**src/rtl/demux_16_bit_pkg.sv**
```systemverilog
// Shared widths, code names and FSM states for the 4-to-16 enable decoder.
package demux_16_bit_pkg;

    localparam int CODE_W = 4;
    localparam int OUT_W  = 16;

    typedef logic [CODE_W-1:0] code_t;
    typedef logic [OUT_W-1:0]  onehot_t;

    // Analog block selected by each enable code; code 0 powers everything off.
    localparam code_t CODE_OFF               = 4'd0;
    localparam code_t CODE_OTA_LASCAS        = 4'd1;
    localparam code_t CODE_OTA_D2S_ENH       = 4'd2;
    localparam code_t CODE_OTA_TREE          = 4'd3;
    localparam code_t CODE_OTA_DIG_REZA      = 4'd4;
    localparam code_t CODE_OTA_GAIN_BOOSTING = 4'd5;
    localparam code_t CODE_COMP_JLPEA        = 4'd6;
    localparam code_t CODE_COMP_ACCESS       = 4'd7;
    localparam code_t CODE_LDO               = 4'd8;
    localparam code_t CODE_LDO_1NA           = 4'd9;
    localparam code_t CODE_LDO_10NA          = 4'd10;
    localparam code_t CODE_LDO_100NA         = 4'd11;
    localparam code_t CODE_LDO_250NA         = 4'd12;
    localparam code_t CODE_LDO_500NA         = 4'd13;
    localparam code_t CODE_LDO_750NA         = 4'd14;
    localparam code_t CODE_LDO_1UA           = 4'd15;

    // ST_RUN: a code (possibly off) is applied; ST_GAP: break-before-make in progress.
    typedef enum logic {
        ST_RUN = 1'b0,
        ST_GAP = 1'b1
    } state_t;

endpackage

```
**src/rtl/demux_16_bit_if.sv**
```systemverilog
// Enable-controller bus: requested code in, enable lines and gap flag out.
interface demux_16_bit_if;

    demux_16_bit_pkg::code_t   sel;
    demux_16_bit_pkg::onehot_t out;
    logic                      busy;

    modport master (output sel, input out, input busy);
    modport slave  (input sel, output out, output busy);

endinterface

```
**src/rtl/onehot_decode_4to16.sv**
```systemverilog
// Combinational code to one-hot decode; code 0 maps to all-zero so bit 0 never rises.
module onehot_decode_4to16
    import demux_16_bit_pkg::*;
(
    input  code_t   code,
    output onehot_t onehot
);

    // Set the single bit selected by a non-zero code.
    always_comb begin
        // NOTE: default assigned first so every path drives onehot; no latch.
        onehot = '0;
        if (code != CODE_OFF) begin
            onehot[code] = 1'b1;
        end
    end

endmodule

```
**src/rtl/demux_16_bit.sv**
```systemverilog
// Registered 4-to-16 enable decoder with a break-before-make gap between two
// different non-zero codes, so two analog blocks are never enabled together.
module demux_16_bit
    import demux_16_bit_pkg::*;
#(
    parameter int unsigned BBM_CYCLES = 1   // all-off cycles between non-zero codes, 0..15
) (
    input  logic           clk,
    input  logic           rst,
    demux_16_bit_if.slave  bus
);

    localparam logic [3:0] GAP_INIT = 4'(BBM_CYCLES);

    state_t     state_q, state_d;
    code_t      applied_q, applied_d;   // code currently driving out (0 during a gap)
    logic [3:0] cnt_q, cnt_d;           // gap cycles still to run
    onehot_t    out_q, out_d;
    onehot_t    sel_onehot;

    onehot_decode_4to16 u_decode (
        .code   (bus.sel),
        .onehot (sel_onehot)
    );

    // Next-state logic: apply, hold, or route a non-zero change through an all-off gap.
    // The gap does not keep its own target: whatever sel is sampled on the final
    // gap edge is what gets applied, which makes the newest request win.
    always_comb begin
        state_d   = state_q;
        applied_d = applied_q;
        cnt_d     = cnt_q;
        out_d     = out_q;
        unique case (state_q)
            ST_RUN: begin
                if (bus.sel != applied_q) begin
                    if (bus.sel == CODE_OFF || applied_q == CODE_OFF || BBM_CYCLES == 0) begin
                        out_d     = sel_onehot;
                        applied_d = bus.sel;
                    end else begin
                        out_d     = '0;
                        applied_d = CODE_OFF;
                        cnt_d     = GAP_INIT;
                        state_d   = ST_GAP;
                    end
                end
            end
            ST_GAP: begin
                out_d = '0;
                cnt_d = cnt_q - 4'd1;
                if (cnt_q <= 4'd1) begin
                    state_d   = ST_RUN;
                    out_d     = sel_onehot;
                    applied_d = bus.sel;
                end
            end
            default: begin
                state_d = ST_RUN;
                out_d   = '0;
            end
        endcase
    end

    // State and output registers; reset forces every enable off immediately.
    always_ff @(posedge clk or posedge rst) begin
        if (rst) begin
            state_q   <= ST_RUN;
            applied_q <= CODE_OFF;
            cnt_q     <= '0;
            out_q     <= '0;
        end else begin
            // NOTE: non-blocking so all registers update from the same pre-edge values.
            state_q   <= state_d;
            applied_q <= applied_d;
            cnt_q     <= cnt_d;
            out_q     <= out_d;
        end
    end

    assign bus.out  = out_q;
    assign bus.busy = (state_q == ST_GAP);

endmodule

```
**src/flat_wrapper.sv**
```systemverilog
// flat-port wrapper written by rule: the top's interface ports become plain ports
module demux_16_bit_flat import demux_16_bit_pkg::*;
#(
    parameter int unsigned BBM_CYCLES = 1                                                  
)
  (clk, rst, bus_sel, bus_out, bus_busy);
  demux_16_bit_if bus_i ();
  input  logic clk;
  input  logic rst;
  input wire logic [$bits(bus_i.sel)-1:0] bus_sel;
  output wire logic [$bits(bus_i.out)-1:0] bus_out;
  output wire logic [$bits(bus_i.busy)-1:0] bus_busy;
  assign bus_i.sel = bus_sel;
  assign bus_out = bus_i.out;
  assign bus_busy = bus_i.busy;
  demux_16_bit #(.BBM_CYCLES(BBM_CYCLES)) u_core (.clk(clk), .rst(rst), .bus(bus_i));
endmodule
```
**config.mk**
```make
export PLATFORM = sky130hd
export DESIGN_NAME = demux_16_bit_flat
export DESIGN_NICKNAME = d
export VERILOG_FILES = /design/src/rtl/demux_16_bit_pkg.sv /design/src/rtl/demux_16_bit_if.sv /design/src/rtl/onehot_decode_4to16.sv /design/src/rtl/demux_16_bit.sv /design/src/flat_wrapper.sv
export SDC_FILE = /design/constraint.sdc
export NUM_CORES = 1
export LEC_CHECK = 0
export ABC_AREA = 1
export BUFFER_PORTS_ARGS = -buffer_cell sky130_fd_sc_hd__buf_2
export CORE_ASPECT_RATIO = 0.7
export CORE_MARGIN = 10
export CORE_UTILIZATION = 56
export DETAILED_ROUTE_END_ITERATION = 10
export GPL_ROUTABILITY_DRIVEN = 0
export PLACE_DENSITY_LB_ADDON = 0.25
export SLEW_MARGIN = 20
export SYNTH_ARGS = -nofsm -noshare
export SYNTH_HDL_FRONTEND = slang
export SYNTH_SLANG_ARGS = --single-unit
```
**constraint.sdc**
```tcl
create_clock -name clk -period 1.7 [get_ports clk]
set_input_delay 0 -clock clk [delete_from_list [all_inputs] [get_ports clk]]
set_output_delay 0 -clock clk [all_outputs]
set_load 0.02 [all_outputs]
```
### Word-level counts from Yosys, hierarchy flattened

Index checks and enable logic that the tools add are counted.

* register bits after elaboration: 25
* input bits: 6
* output and inout port bits: 17
* logic and storage cells: 38

* add/sub/neg operators: 1
* $lt $le $gt $ge: 3
* eq/ne operators: 4
* multiplexer cells: 18
* bitwise operators: 1
* reduce and logical (&&, ||, !) cells: 7

Operators with widths (number)
* two-way mux 16 bit: 4
* case mux 16 bit (2 select lines): 1
* two-way mux 4 bit: 5
* case mux 4 bit (2 select lines): 2
* logical NOT 4 bit: 2
* < comparator 4 x 5 -> 1 bit (second input constant): 1
* demux 1 bit (select 4 bit): 1
* greater-or-equal comparator 4 x 1 -> 1 bit (second input constant): 1
* <= comparator 4 x 1 -> 1 bit (second input constant): 1
* two-way mux 1 bit: 4
* != test 2 bit (second input constant): 2
* != test 4 bit: 1
* AND reduction 2 bit: 2
* nonzero test 4 bit: 1
* subtractor 4 x 1 -> 4 bit (second input constant): 1
* != test 2 x 1 -> 1 bit (second input constant): 1
* case mux 1 bit (2 select lines): 1
* logical AND 1 bit: 1
* logical OR 1 bit: 1
* inverter 1 bit: 1

### Depth between registers and ports, before layout

* depth after elaboration: 8
* mapped depth: 9
* mapped depth without buffers: 8

### Hierarchy

Synthesis repeated with hierarchy kept, for this count alone.

* cell total of the unflattened synthesis: 228
* area total of the unflattened synthesis: 1505.2 µm²

By module, submodules not included
* demux_16_bit: times used 1, cells an instance 199, area an instance 1392.6 µm², sequential area each 625.6 µm²
* onehot_decode_4to16: times used 1, cells an instance 29, area an instance 112.6 µm², sequential area each 0.0 µm²

### Worst setup path before layout

No wires, ideal clock.

* path kind: flip-flop to flip-flop
* from: reg u_core.cnt_q[0]
* to: reg u_core.applied_q[0]
* setup time: 118 ps
* arrival time: 1302 ps
* data required time: 1582 ps
* path slack: 280 ps
* cell stages (with the launch flop): 8
* buffers on the path: 0
* period minus slack after synthesis: 1420 ps
* cell sequence: dfrtp_1 > inv_1 > ha_1 > nor2_1 > nor3_4 > or2_2 > nand3_1 > nand2_1

* cells in the longest elaborated chain, start to end: 3

RTL lines
* from (decl): RTL line demux_16_bit.sv:17 `logic [3:0] cnt_q, cnt_d;`
* from (signal assigned): RTL line demux_16_bit.sv:75 `cnt_q <= cnt_d;`
* <= comparator 4 x 1 -> 1 bit: RTL line demux_16_bit.sv:51 `if (cnt_q <= 4'd1) begin`
* != test 2 bit (no source line)
* AND reduction 2 bit (no source line)
* to (signal assigned): RTL line demux_16_bit.sv:74 `applied_q <= applied_d;`
* to (decl): RTL line demux_16_bit.sv:16 `code_t applied_q, applied_d;`

No other way between the ends.
A chain may end at the register's enable or synchronous reset.

### Final worst setup path

* from: reg u_core.cnt_q[0]
* to: reg u_core.out_q[10], in the netlist u_core.bus.out[10]

* cells in the longest elaborated chain, start to end: 3

RTL lines
* <= comparator 4 x 1 -> 1 bit: RTL line demux_16_bit.sv:51
* two-way mux 16 bit: RTL line demux_16_bit.sv:51
* case mux 16 bit (2 select lines): RTL line demux_16_bit.sv:34 `unique case (state_q)`
* to (signal assigned): RTL line demux_16_bit.sv:76 `out_q <= out_d;`
* to (decl): RTL line demux_16_bit.sv:18 `onehot_t out_q, out_d;`

No other way between the ends.

==> qor.txt <==
Outcome = finished, final reports clean
# setup viols final = 0
Cts bufs inserted = 3
Stages on worst setup path = 9
FF/Latch Area = 601 um2
Clock root cell = clkbuf_8
CP endpoint = u_core.bus.out[10]$_DFFE_PP0P_
Hold Fails Final Rpt = 0
Total die area = 5240 um2
Fraction of layout cells with a size suffix above 1 = 16.6%
Buf+Inv Stages, Crit Path = 3
Deepest clock path buffer count = 2
Chip Width = 82.4 um
Footprint of the multi-input gates = 733 um2
Number of global-route vias before repair = 1247
CP max FO = 15
DPL Wire Length = 2580 um
Rows = 15
Nets = 263
Die H = 63.6 um
Mapped Cells = 232
Post-layout min period = 1500 ps
RSZ-0062 raised after global routing = false
Final critical-path share of the clock period = 88.4%
Worst skew pair latency = 270 ps
CTS sink count = 24
Worst Setup End Kind = flop
CP top delay family = simple AND/OR/NAND/NOR gates
Starting Density = 60.1%
Antenna-violating nets left = 0
Highest clock rate = 0.665 GHz
WS Path Type = reg2reg
Crit-path cells = inv_1, ha_1, nor2_1, nor3_4, buf_4, nand3_1, nand2_1, inv_1, nand2_1
CTS tree = done
Mean Syn Cell Area = 6.57 um2
DR vias = 1421
First-pass DRT Iterations = 4
Synth top area cells = dfrtp_1 39%, nand2_1 21%, nand3_1 14%
Critical path launch point type = flop
Worst reg2reg path startpoint = u_core.cnt_q[0]$_DFFE_PP0P_
Distinct cell type count after synthesis = 21
Global route overflow = 0
Worst EP arrival = 1720 ps
Cell Pwr Density = 1360 nW/um2
Core Util, Final = 67.2%
Largest net degree at the start of global routing = 25
Via-to-Cell Ratio = 4.95
Setup TNS = 0 ps
Post-CTS Setup Repair Bufs = 0
Port buffer count = 21
Initial antenna violation count = 0
Synth warn = 0
Synth Area in Compound Gates = 0.739%
Commonest non-fill, non-tap cell in the layout = nand2_1
Area delta synth->final = 11.7%
Mux share of post-synthesis cell area = 0%
Post-synthesis sequential area ratio = 39.4%
Area share of the largest cell type after synthesis = 39.4%
Most frequent cells in the layout = 84 x nand2_1, 43 x nand3_1, 32 x inv_1
Crit path largest cell delay = 400 ps
I/O pin count = 23
Drt initial violations = 156
ANT cells = 0
Drt drc = 0
Crit path from = u_core.cnt_q[0]$_DFFE_PP0P_
Cell area after synthesis = 1520 um2
Largest family of logic cells by synthesized area = simple AND/OR/NAND/NOR gates
HP Class = in2reg
Final slew viol count = 0
First-pass GRT wire length = 5870 um
Overall Global Routing Usage = 13.9%
Clk slew on worst S/H paths = 80 ps
Leading area contributor after synthesis = dfrtp_1
Slowest cell on crit path = dfrtp_1
Simple-gate share of the synthesized area = 45.5%
FF-to-FF setup slack = 200 ps
Core Footprint = 2530 um2
Yosys reg bits = 24
Detailed Route WL = 3440 um
CTS H-tree lvls = 1
Max-cap violations = 0
Post-Synth Adder-Cell Area = 1.64%
Peak VDD IR = 0.814 mV
Reg2reg path depth = 9
XOR/XNOR Fraction of Synth Area = 0%
CP Data Required Time = 1910 ps
Net count after synthesis = 240
Fillers = 235
Fin Clk Skew = 1.25 ps
Reg-to-reg endpoint = u_core.bus.out[10]$_DFFE_PP0P_
Leak = 0.00104 uW
Post-DR wirelength/cell = 12.0 um
[cells by family (layout without fill, tap and decap cells)]
logic type                 after synthesis  count (layout)
adders and majority gates                2               2
DFF                                     24              24
buffers and inverters                   45              66
AOI/OAI and AO/OA                        2               2
and+or+nand+nor                        158             158
other                                    1               1
[synth_stat cells]
library cell / number
clkinv_2: 1
buf_2: 1
buf_8: 1
dfrtp_1: 24
clkbuf_1: 4
nand3_4: 1
conb_1: 1
nand4_1: 1
nor2_1: 21
or2_2: 2
nand3_1: 43
buf_4: 2
inv_2: 4
a21oi_1: 1
nor3_4: 1
nand2_2: 3
inv_1: 32
nand2_1: 84
nor2_2: 2
a31oi_1: 1
ha_1: 2
[through the flow]
step                instance area [um2]  cells  setup WS (ps)  hold slack (ps)  total power [uW]
detailed placement                 1650    283            217             57.5              1990
finish                             1700    287            196              115              2320
global route                       1700    287           79.2              143              2520
global placement                   1650    283            253             56.4              1980
CTS                                1700    287            204              110              2330
floorplan                          1520    232            280             14.6              1720
[report_power, final]
group / total [uW] / leakage [uW] / internal [uW] / switching, uW
logic: 1180 / 0.000699 / 367 / 810
registers: 809 / 0.000320 / 701 / 108
clock network: 331 / 0.0000216 / 159 / 172
total: 2320 / 0.00104 / 1230 / 1090
[how the worst min path moves through the flow]
stage / depth (start not counted) / from / slack, ps / to
4_1_cts: 5 / bus_sel[2] / 110 / u_core.applied_q[2]$_DFFE_PP0P_
2_1_floorplan: 1 / rst / 10 / u_core.applied_q[0]$_DFFE_PP0P_
6_report: 5 / bus_sel[2] / 120 / u_core.applied_q[2]$_DFFE_PP0P_
3_3_place_gp: 3 / rst / 60 / u_core.bus.out[1]$_DFFE_PP0P_
5_1_grt: 5 / bus_sel[0] / 140 / u_core.applied_q[0]$_DFFE_PP0P_
3_5_place_dp: 3 / rst / 60 / u_core.bus.out[1]$_DFFE_PP0P_
[final cells by class]
cell class	instances	share of cell area, %
inverters	37	8.23
multi-input cells	163	43.1
well taps	34	2.50
clock buffers	3	2.42
flip-flops and latches	24	35.3
repair buffers	26	8.52
[sequential cells by signal, summed over array words and instances (netlist names)]
signal	count
u_core.applied_q	4
u_core.bus.out	15
u_core.cnt_q	4
u_core.bus.busy	1
[tightest hold or removal path: stages]
cell and delay [ps]:
buf_2 140, nand2_1 70, inv_1 30, nand3_1 60, nand2_1 40
[repair_timing]
| item | CTS | global route |
|---|---|---|
| hold buffers | 1 | 0 |
| resized for setup | 0 | 0 |
| endpoints found under the hold margin | 24 | 0 |
[layer usage]
metal  global-route usage, %  vias up  wire length, um
li1                        -      749                -
met1                    19.7      623             1680
met2                    18.8       44             1420
met3                    3.97        5              280
met4                    5.51        0               53
met5                       0        -                0
No activity file was read; power rests on OpenSTA's default activity.
